<file path="config.mk">
export PLATFORM = sky130hd
export DESIGN_NAME = fp_norm_seq
export DESIGN_NICKNAME = d
export VERILOG_FILES = /design/src/rtl/fp_norm_seq.sv
export SDC_FILE = /design/constraint.sdc
export NUM_CORES = 1
export LEC_CHECK = 0
export BUFFER_PORTS_ARGS = -buffer_cell sky130_fd_sc_hd__buf_2
export CAP_MARGIN = 20
export CORE_ASPECT_RATIO = 1.5
export CORE_MARGIN = 10
export CORE_UTILIZATION = 60
export CTS_CLUSTER_SIZE = 8
export DETAILED_ROUTE_END_ITERATION = 6
export HOLD_SLACK_MARGIN = 0.03
export PLACE_DENSITY_LB_ADDON = 0.1
export SLEW_MARGIN = 20
export SYNTH_ARGS = -nofsm -noshare
export SYNTH_HDL_FRONTEND = slang
export SYNTH_SLANG_ARGS = --single-unit
export TNS_END_PERCENT = 1
</file>
<file path="constraint.sdc">
create_clock -name clk -period 7.6 [get_ports clk]
set_input_delay 0.38 -clock clk [delete_from_list [all_inputs] [get_ports clk]]
set_output_delay 0.38 -clock clk [all_outputs]
set_load 0.01 [all_outputs]
</file>
<file path="src/rtl/fp_norm_seq.sv">
// Normalisation sequencer for the FP adder back end: finds the leading one of the
// raw post-add magnitude, shifts it to the hidden-bit position and re-biases the exponent.

module pr_circuit_25x25 (
  input  logic [24:0] req,
  output logic [24:0] gnt
);
  logic found;

  // Highest set bit wins.
  always_comb begin
    gnt   = '0;
    found = 1'b0;
    for (int i = 24; i >= 0; i--) begin
      if (req[i] && !found) begin
        gnt[i] = 1'b1;
        found  = 1'b1;
      end
    end
  end
endmodule

module fp_norm_seq #(
  parameter int EXP_W = 8,
  parameter int CNT_W = 16
) (
  input  logic             clk,
  input  logic             rst_n,
  input  logic             in_valid,
  output logic             in_ready,
  input  logic             in_sign,
  input  logic [EXP_W-1:0] in_exp,
  input  logic [24:0]      in_mant,
  output logic             out_valid,
  input  logic             out_ready,
  output logic             out_sign,
  output logic [EXP_W-1:0] out_exp,
  output logic [22:0]      out_frac,
  output logic             out_zero,
  output logic             out_ovf,
  output logic             out_unf,
  output logic [CNT_W-1:0] done_cnt
);
  localparam logic [EXP_W-1:0]        EXP_MAX   = '1;
  localparam logic signed [EXP_W+1:0] EXP_MAX_S = $signed({2'b00, EXP_MAX});
  localparam logic signed [EXP_W+1:0] ONE_S     = 1;
  localparam logic signed [EXP_W+1:0] ZERO_S    = 0;

  typedef enum logic [1:0] {IDLE, DETECT, SHIFT, DONE} state_t;

  typedef struct packed {
    logic [EXP_W-1:0] exp;
    logic [22:0]      frac;
    logic             zero;
    logic             ovf;
    logic             unf;
  } res_t;

  state_t state, state_nxt;

  logic             sign_p0;
  logic [EXP_W-1:0] exp_p0;
  logic [24:0]      mant_p0;
  logic             carry_p1;
  logic             zero_p1;
  logic [4:0]       lsh_p1;
  logic [24:0]      onehot;
  logic [4:0]       lead_idx;
  res_t             res;

  // Exponent saturation to Inf and flush-to-zero live here; the Inf/NaN code passes through untouched.
  function automatic res_t normalise(input logic [EXP_W-1:0] e, input logic [24:0] m,
                                     input logic carry, input logic zero, input logic [4:0] s);
    res_t                    r;
    logic signed [EXP_W+1:0] e_s;
    logic signed [EXP_W+1:0] adj;
    logic [22:0]             m_sh;
    r    = '0;
    e_s  = $signed({2'b00, e});
    m_sh = 23'(m << s);
    if (e == EXP_MAX) begin
      r.exp  = EXP_MAX;
      r.frac = m[22:0];
    end else if (zero) begin
      r.zero = 1'b1;
    end else if (carry) begin
      adj = e_s + ONE_S;
      if (adj >= EXP_MAX_S) begin
        r.exp = EXP_MAX;
        r.ovf = 1'b1;
      end else begin
        r.exp  = adj[EXP_W-1:0];
        r.frac = m[23:1];
      end
    end else begin
      adj = e_s - $signed((EXP_W+2)'(s));
      if (adj <= ZERO_S) begin
        r.unf = 1'b1;
      end else begin
        r.exp  = adj[EXP_W-1:0];
        r.frac = m_sh;
      end
    end
    return r;
  endfunction

  always_ff @(posedge clk or negedge rst_n) begin
    if (!rst_n) state <= IDLE;
    else        state <= state_nxt;
  end

  always_comb begin
    state_nxt = state;
    in_ready  = 1'b0;
    out_valid = 1'b0;
    case (state)
      IDLE: begin
        in_ready = 1'b1;
        if (in_valid) state_nxt = DETECT;
      end
      DETECT: state_nxt = SHIFT;
      SHIFT:  state_nxt = DONE;
      DONE: begin
        out_valid = 1'b1;
        if (out_ready) state_nxt = IDLE;
      end
      default: state_nxt = IDLE;
    endcase
  end

  // Stage p0: operand capture on the accept edge
  always_ff @(posedge clk) begin
    if (state == IDLE && in_valid) begin
      sign_p0 <= in_sign;
      exp_p0  <= in_exp;
      mant_p0 <= in_mant;
    end
  end

  pr_circuit_25x25 u_pr (
    .req (mant_p0),
    .gnt (onehot)
  );

  always_comb begin
    lead_idx = '0;
    for (int i = 0; i < 25; i++) begin
      if (onehot[i]) lead_idx = 5'(i);
    end
  end

  // Stage p1: leading-one position encoded as carry / zero / left-shift amount
  always_ff @(posedge clk) begin
    if (state == DETECT) begin
      carry_p1 <= onehot[24];
      zero_p1  <= (onehot == '0);
      lsh_p1   <= 5'd23 - lead_idx;
    end
  end

  assign res = normalise(exp_p0, mant_p0, carry_p1, zero_p1, lsh_p1);

  // Stage p2: result registers, held through DONE; flags drop on leaving DONE
  always_ff @(posedge clk or negedge rst_n) begin
    if (!rst_n) begin
      out_sign <= 1'b0;
      out_exp  <= '0;
      out_frac <= '0;
      out_zero <= 1'b0;
      out_ovf  <= 1'b0;
      out_unf  <= 1'b0;
    end else if (state == SHIFT) begin
      out_sign <= sign_p0;
      out_exp  <= res.exp;
      out_frac <= res.frac;
      out_zero <= res.zero;
      out_ovf  <= res.ovf;
      out_unf  <= res.unf;
    end else if (state == DONE && out_ready) begin
      out_zero <= 1'b0;
      out_ovf  <= 1'b0;
      out_unf  <= 1'b0;
    end
  end

  always_ff @(posedge clk or negedge rst_n) begin
    if (!rst_n)                        done_cnt <= '0;
    else if (state == DONE && out_ready) done_cnt <= done_cnt + 1'b1;
  end
endmodule

</file>
==> summary.md, run 1 <==
| Metric | Value |
|---|---|
| Final setup violation count | 0 |
| Setup TNS after final layout | 0 ps |
| Class of the tightest hold or removal check | in -> async |
| Layout Utilization | a little over two thirds |
| Fmax | 275 MHz |
| M1 WL | 6.02 mm |
| Wire length of the first global-routing pass | 25.2 mm |
| Cts hold-fix bufs | 0 |
| Number of violations reported at the end of detailed-routing iteration 0 | ~400 |
| Via count of the first global-routing pass | around 4900 |
| Total wire length after detailed routing | 15.7 mm |
| CTS tree | built |
| Total nets after synthesis | about 600 |
| Worst r2r path cells | 8 |
| WP data arrival | slightly below 4000 ps |
| Routed wl met2 | 8.32 mm |
| Biggest cell delay along the critical path | 910 ps |
| Yosys warning count | 0 |
| Number of placed instances with taps included | about 730 |
| Fraction of synthesized cell area taken by the top area cell type | between 20% and 30% |
| Netlist area before placement | approximately 5600 sq um |
| Final Max Tran Viols | 0 |
| Vias | 4810 |
| Top routing layer in use | met4 |
| Dominant cell type by area after synthesis | dfrtp_1 |
| Remaining number of nets flagged by the antenna check after routing | 0 |
| Detailed-routing iteration count for the pre-antenna-repair pass | 5 |
| Clock latency of the later-clocked register in the worst-skew pair | 350 ps |
| Root Buffer Master | clkbuf_16 |
| Die Height | between 100 and 150 um |
| Launch point of the worst reg-to-reg path | lsh_p1[1] |
| Largest net degree at the start of global routing | 60 |
| Number of buffers inserted by post-CTS setup repair | 0 |
| Post-route fraction of the period consumed by the critical path | a little under half |
| Number of gates given a new drive strength after cts | 0 |
| DP Area | 6150 sq um |
| Max-slew headroom at the worst pin | a little over two fifths |
| Fraction of synthesis flops using an asynchronous set or reset pin | a little under three fifths |
| Synth top area cells | dfrtp_1 (23%), edfxtp_1 (22%), mux4_2 (7.2%), a21oi_1 (4.2%), nor2_1 (4.1%) |
| Cell leakage power | approximately 2.7 nW |
| Critical-path cell list | inv_1, fa_1, a211o_1, and3_1, o21ai_1, o41ai_4, a21oi_2, a221o_1 |
| Width of the die | 99.2 um |
| Worst slew pin tran | 856 ps |
| Minimum clock period after layout | 3640 ps |
| Average via count per standard cell | about 6.5 |
| Category of the worst setup path launch point | register |
| Number of instances in the synthesized netlist | ~550 |
| Final Wtd Congestion | about 1.0 |
| Max Cap Viol | 0 |
| Reg-to-reg endpoint | out_frac[7] |
| Number of inserted diodes | 0 |
| Post-synth EDFFs | 41 |
| Run status | finished, final reports clean |
| #FFs+latches synth | 94 |
| Unrepaired setup endpoints after global routing | no |
| Layout cell share with drive strength beyond 1 | 23.0% |
| Endpoint kind of the worst setup timing path | register |
| PortBufs | 90 |
| Fin Clk Skew | 7.52 ps |
| TritonCTS Buffers | 9 |
| Post-DP HPWL | roughly 12 mm |
| Initial antenna violation count | 0 |
| Maximum root-to-sink buffer count | 2 |
| Seq/Total Area, Yosys | 45.3% |
| Worst setup slack for register-to-register paths | between 3000 and 4000 ps |
| Wire length on met3 | 907 um |
| Number of remaining DRC errors | 0 |
| GRT overflow | 0 |
| Power per unit of standard cell area | approximately 380 nW/um^2 |
| Cell at the slowest stage of the critical path | edfxtp_1 |
| Most used DFF post-synth | dfrtp_1 |
| Final hold violations | 0 |
| Number of standard-cell rows in the floorplan | between 40 and 50 |
| Area growth from synthesis to layout | 14.5% |
| Placeable core region | ~9200 sq um |
| Number of distinct standard cells referenced by the synthesized netlist | 63 |
| Routed length per instance | about 21 um |
| Initial Util | between 60% and 70% |
| Crit Path Class | reg -> reg |
| All-Layer GR Usage | between 20 and 25% |
| Number of clock sinks | between 90 and 100 |
| Maximum fanout along the worst path | 23 |
| Hold slack | between 100 and 150 ps |
| Clk slew on worst S/H paths | approximately 70 ps |
| Data required, critical path | 7880 ps |
| Maximum level of the CTS H-tree | 3 |
| Non-filler cells, final | about 740 |
| Number of nets in the layout | approximately 680 |
| Number of placed I/O pins | 91 |
| Die area | 13800 sq um |
| VDD IR-drop max | between 200 and 300 uV |
| Total non-filler cell area in the finished layout | 6470 sq um |
| Average cell area after synthesis | approximately 10 sq um |
-- critical path: cells and delay by family, from the launching register on --
kind	cells	cell delay, ps
simple gates	1	240
fa+ha+maj	1	500
compound gates	5	1590
buf+inv	1	330
flops	1	910
-- where the power goes --
part	internal [mW]	switching [mW]	leakage, nW
logic	0.472	0.625	1.55
registers	0.707	0.188	1.04
clock network	0.250	0.210	0.151
-- per-stage QoR --
| step | power (mW) | worst slack [ps] |
|---|---|---|
| 6_report | 2.45 | 3960 |
| 5_1_grt | 2.60 | 3700 |
| 4_1_cts | 2.46 | 3970 |
| 3_5_place_dp | 1.99 | 4020 |
| 3_3_place_gp | 1.96 | 4120 |
| 2_1_floorplan | 1.63 | 4810 |
-- cells in the final DEF (no fill, tap or decap), types with 6 or more instances in the layout --
| cell type | synthesis | layout |
|---|---|---|
| a21oi_1 | 47 | 47 |
| a221o_1 | 20 | 20 |
| a31oi_1 | 7 | 7 |
| and3_1 | 9 | 9 |
| buf_2 | 6 | 90 |
| buf_4 | 1 | 6 |
| clkbuf_16 | 0 | 10 |
| dfrtp_1 | 53 | 53 |
| edfxtp_1 | 41 | 41 |
| ha_1 | 12 | 11 |
| inv_1 | 17 | 17 |
| mux2i_1 | 17 | 17 |
| mux4_2 | 18 | 18 |
| nand2_1 | 59 | 59 |
| nand3_1 | 11 | 11 |
| nand4_1 | 9 | 9 |
| nor2_1 | 61 | 61 |
| nor2b_1 | 7 | 7 |
| nor3_1 | 10 | 10 |
| o21ai_0 | 17 | 17 |
| o22ai_1 | 7 | 7 |
| xnor2_1 | 14 | 14 |
| xor2_1 | 8 | 8 |
-- state kept, by name, indices dropped and copies added (netlist names) --
name and count:
sign_p0 1, lsh_p1 5, carry_p1 1, zero_p1 1
out_unf 1, out_ovf 1, out_frac 23, exp_p0 8
done_cnt 16, out_zero 1, out_sign 1, out_exp 8
state 2, mant_p0 25
-- worst max-delay path by stage --
| stage | slack (ps) | startpoint | cells after the start | end |
|---|---|---|---|---|
| 2_1_floorplan | 4810 | lsh_p1[2] | 10 | out_frac[16] |
| 3_3_place_gp | 4120 | lsh_p1[1] | 8 | out_frac[3] |
| 3_5_place_dp | 4020 | lsh_p1[1] | 8 | out_frac[7] |
| 4_1_cts | 3970 | lsh_p1[1] | 8 | out_frac[7] |
| 5_1_grt | 3700 | lsh_p1[1] | 8 | out_frac[7] |
| 6_report | 3960 | lsh_p1[1] | 8 | out_frac[7] |
-- logic make-up after synthesis --
family	synth area share, %
buffers and inverters	3.65
AND/OR/NAND/NOR	15.4
multiplexers	11.0
XOR/XNOR	3.41
flip-flops	45.3
AO/OA/AOI/OAI	18.3
adder cells (fa/ha/maj)	3.01
-- final cells by class --
cell class / count / area, sq um
multi-input cells: 406 / 2890
fillers: 695 / 2730
flip-flops and latches: 94 / 2560
repair buffers: 96 / 495
clock buffers: 10 / 250
well taps: 112 / 140
inverters: 19 / 71.3
clock inverters: 6 / 63.8
-- metal layers --
metal	global-route usage, %	vias to the layer above
met1	25.4	2347
met2	39.9	202
li1	-	2223
met4	10.4	0
met5	0	-
met3	3.89	38
-- cell usage after synthesis, drive strengths merged, types with 5 or more instances --
cell type   n
a221o      20
a21oi      48
nand2      59
mux2i      17
o22ai       7
nor3       10
nor4        5
o21ai      18
or2         5
clkbuf     22
buf        11
inv        18
xnor2      14
mux4       18
xor2        8
nand3      11
edfxtp     41
ha         12
nor2       61
nand4       9
a31oi       7
and3        9
nor2b       7
dfrtp      53
(Power assumes the default switching activity.)
==> inputs of run 2 (changes only) <==
- CORE_UTILIZATION: 60 -> 57
- clock period: 7.6 -> 3.5 ns (I/O delays scaled with it)
==> run 2 against run 1 <==
Compared with the run above:
- sequential share of layout area is 2.2 points lower
- routed wire length is 15% higher
- critical path type unchanged
- cell count is 6.3% higher
==> summary.md, run 2 (synthesis results as in run 1) <==
| Metric | Value |
|---|---|
| Placeable core region | 9690 sq um (+5.3%) |
| Fmax | 316 MHz (+15%) |
| Setup TNS after final layout | 0 ps (unchanged) |
| Run status | finished, final reports clean |
| Detailed-routing iteration count for the pre-antenna-repair pass | 6 (+1) |
| Max Cap Viol | 0 (unchanged) |
| Total wire length after detailed routing | 18.1 mm (+15%) |
| Data required, critical path | 3780 ps (-4100 ps) |
| Final Wtd Congestion | 0.946 (-7.3%) |
| GRT overflow | 0 (unchanged) |
| Cell at the slowest stage of the critical path | a21oi_2 |
| Final hold violations | 0 (unchanged) |
| Area used by multi-input combinational logic | 2890 sq um (unchanged) |
| Category of the worst setup path launch point | register |
| Max-slew headroom at the worst pin | 37.6% (-5.3 points) |
| Worst slew pin tran | 936 ps (+80.2 ps) |
| Timing startpoint of the critical path | exp_p0[0] |
| Maximum fanout along the worst path | 13 (-43%) |
| Biggest cell delay along the critical path | 670 ps (-240 ps) |
| Initial Util | 58.3% (-3.1 points) |
| Number of gates given a new drive strength after cts | 0 (unchanged) |
| Area growth from synthesis to layout | 21.3% |
| Largest net degree at the start of global routing | 41 (-32%) |
| Worst path top cell family by delay | compound AO/OA/AOI/OAI gates |
| Number of clock sinks | 94 (unchanged) |
| Post-route fraction of the period consumed by the critical path | 90.4% (+43 points) |
| Final Max Tran Viols | 0 (unchanged) |
| Class of the tightest hold or removal check | in -> reg |
| Width of the die | 101 um (+2.1%) |
| Maximum level of the CTS H-tree | 3 (unchanged) |
| Worst r2r path cells | 10 (+2) |
| Fin Clk Skew | 9.93 ps (+2.41 ps) |
| Count of fill cells added during filler insertion | 742 (+6.8%) |
| Pwr Total | 5.43 mW (+120%) |
| Leading cell types in the layout, fill and taps excluded | buf_2 (90), nor2_1 (61), nand2_1 (59), dfrtp_1 (53), a21oi_1 (47) |
| Number of placed I/O pins | 91 (unchanged) |
| Number of violations reported at the end of detailed-routing iteration 0 | 454 (+15%) |
| PortBufs | 90 (unchanged) |
| Most common library cell in the layout ignoring fill and taps | buf_2 |
| Number of flip-flops in the largest register | 25 (unchanged) |
| Remaining number of nets flagged by the antenna check after routing | 0 (unchanged) |
| Worst setup slack for register-to-register paths | 340 ps (-3630 ps) |
| Post-DP HPWL | 13.0 mm (+10%) |
| Reg-to-reg endpoint | out_frac[16] |
| Final setup violation count | 0 (unchanged) |
| TritonCTS Buffers | 9 (unchanged) |
| Critical-path cell list | inv_1, ha_1, inv_1, fa_1, a211o_1, and3_1, o21ai_1, o41ai_4, a21oi_2, a221o_1 |
| Average via count per standard cell | 6.45 (-0.32%) |
| All-Layer GR Usage | 25.1% (+2.5 points) |
| Power per unit of standard cell area | 792 nW/um^2 (+110%) |
| Unrepaired setup endpoints after global routing | no |
| Vias | 5098 (+6.0%) |
| VDD IR-drop max | 474 uV (+81%) |
| Clk slew on worst S/H paths | 70 ps (about the same) |
| Minimum clock period after layout | 3160 ps (-474 ps) |
| Via count of the first global-routing pass | 5163 (+6.2%) |
| Root Buffer Master | clkbuf_16 |
| CTS tree | built |
| Crit Path Class | reg -> reg |
| Die Height | 142 um (+2.2%) |
| Register with the highest flop count | mant_p0 |
| Wire length of the first global-routing pass | 28.3 mm (+12%) |
| Number of nets in the layout | 720 (+6.4%) |
| Routed length per instance | 22.9 um (+7.9%) |
| Capturing element of the worst setup path | out_frac[16] |
| Initial antenna violation count | 1 (+1) |
| Endpoint kind of the worst setup timing path | register |
| Cell leakage power | 2.91 nW (+6.5%) |
| WP buf/inv | 2 (+1) |
| Clock latency of the later-clocked register in the worst-skew pair | 340 ps (about the same) |
| WP data arrival | 3440 ps (-480 ps) |
| Launch point of the worst reg-to-reg path | exp_p0[0] |
| Maximum root-to-sink buffer count | 2 (unchanged) |
| Biggest registers after layout | mant_p0 x25, out_frac x23, done_cnt x16 |
| Layout cell share with drive strength beyond 1 | 22.7% (-0.28 points) |
| Die area | 14400 sq um (+4.3%) |
| Area used by sequential logic in the layout | 2560 sq um (unchanged) |
| Number of standard-cell rows in the floorplan | 44 (+2.3%) |
| Crit. path cell count | 10 (+2) |
| Number of remaining DRC errors | 0 (unchanged) |
| Cell mode on critical path | inv_1 |
run 2: cell count changes in the layout (fill, tap and decap cells not counted), sizes merged:
cell	delta
clkbuf	-1
buf	+8
diode	+1
dlygate4sd3	+35
clkinvlp	-1
clkinv	+2
run 2: how the worst min path moves through the flow:
stage	endpoint	start	cells past startpoint	slack, ps
2_1_floorplan	done_cnt[0]	rst_n	0	-120
3_3_place_gp	out_frac[21]	rst_n	1	350
3_5_place_dp	mant_p0[21]	in_mant[21]	1	350
4_1_cts	done_cnt[2]	out_ready	3	160
5_1_grt	done_cnt[2]	out_ready	3	180
6_report	done_cnt[2]	out_ready	3	160
run 2: timing repair:
action | 4_1_cts | 5_1_grt
endpoints found under the hold margin | 73 | 0
endpoints found under the setup margin | 0 | 0
setup buffers | 0 | 0
hold buffers | 35 | 0
run 2: worst register-to-register path, delay by kind of cell, from the launching register on:
| family | cells | cell delay (ps) |
|---|---|---|
| flops | 1 | 430 |
| fa+ha+maj | 2 | 610 |
| simple gates | 1 | 240 |
| compound gates | 5 | 1620 |
| buf+inv | 2 | 210 |
run 2: report_power, final:
group | switching [mW] | internal [mW] | total, mW
clock | 0.448 | 0.491 | 0.939
combinational | 1.50 | 1.09 | 2.59
sequential | 0.358 | 1.54 | 1.89
total | 2.31 | 3.12 | 5.43
run 2: cell type report:
type	instances	area share [%]
inverter	19	1.04
clock buffer	9	3.29
tap	115	2.10
timing repair buffer	139	13.2
antenna	1	0.0365
multi-input combinational	406	42.1
sequential	94	37.3
clock inverter	7	0.858
run 2: through the flow:
stage / util, % / cells / cell area (sq um) / hold WS [ps] / setup slack, ps
finish: 70.7 / 790 / 6850 / 164 / 335
global route: 70.7 / 790 / 6850 / 182 / 217
CTS: 70.7 / 789 / 6850 / 162 / 353
detailed placement: 64.2 / 738 / 6220 / 353 / 380
global placement: 64.2 / 738 / 6220 / 351 / 478
floorplan: - / 552 / 5650 / -121 / 706
run 2: routing by layer:
metal  global-route usage [%]  up-vias  routed length [um]
met5                        0        -                   0
met3                     4.52       61                1180
met4                     13.0        0                 843
met1                     28.6     2486                6480
met2                     43.3      241                9560
li1                         -     2310                   -
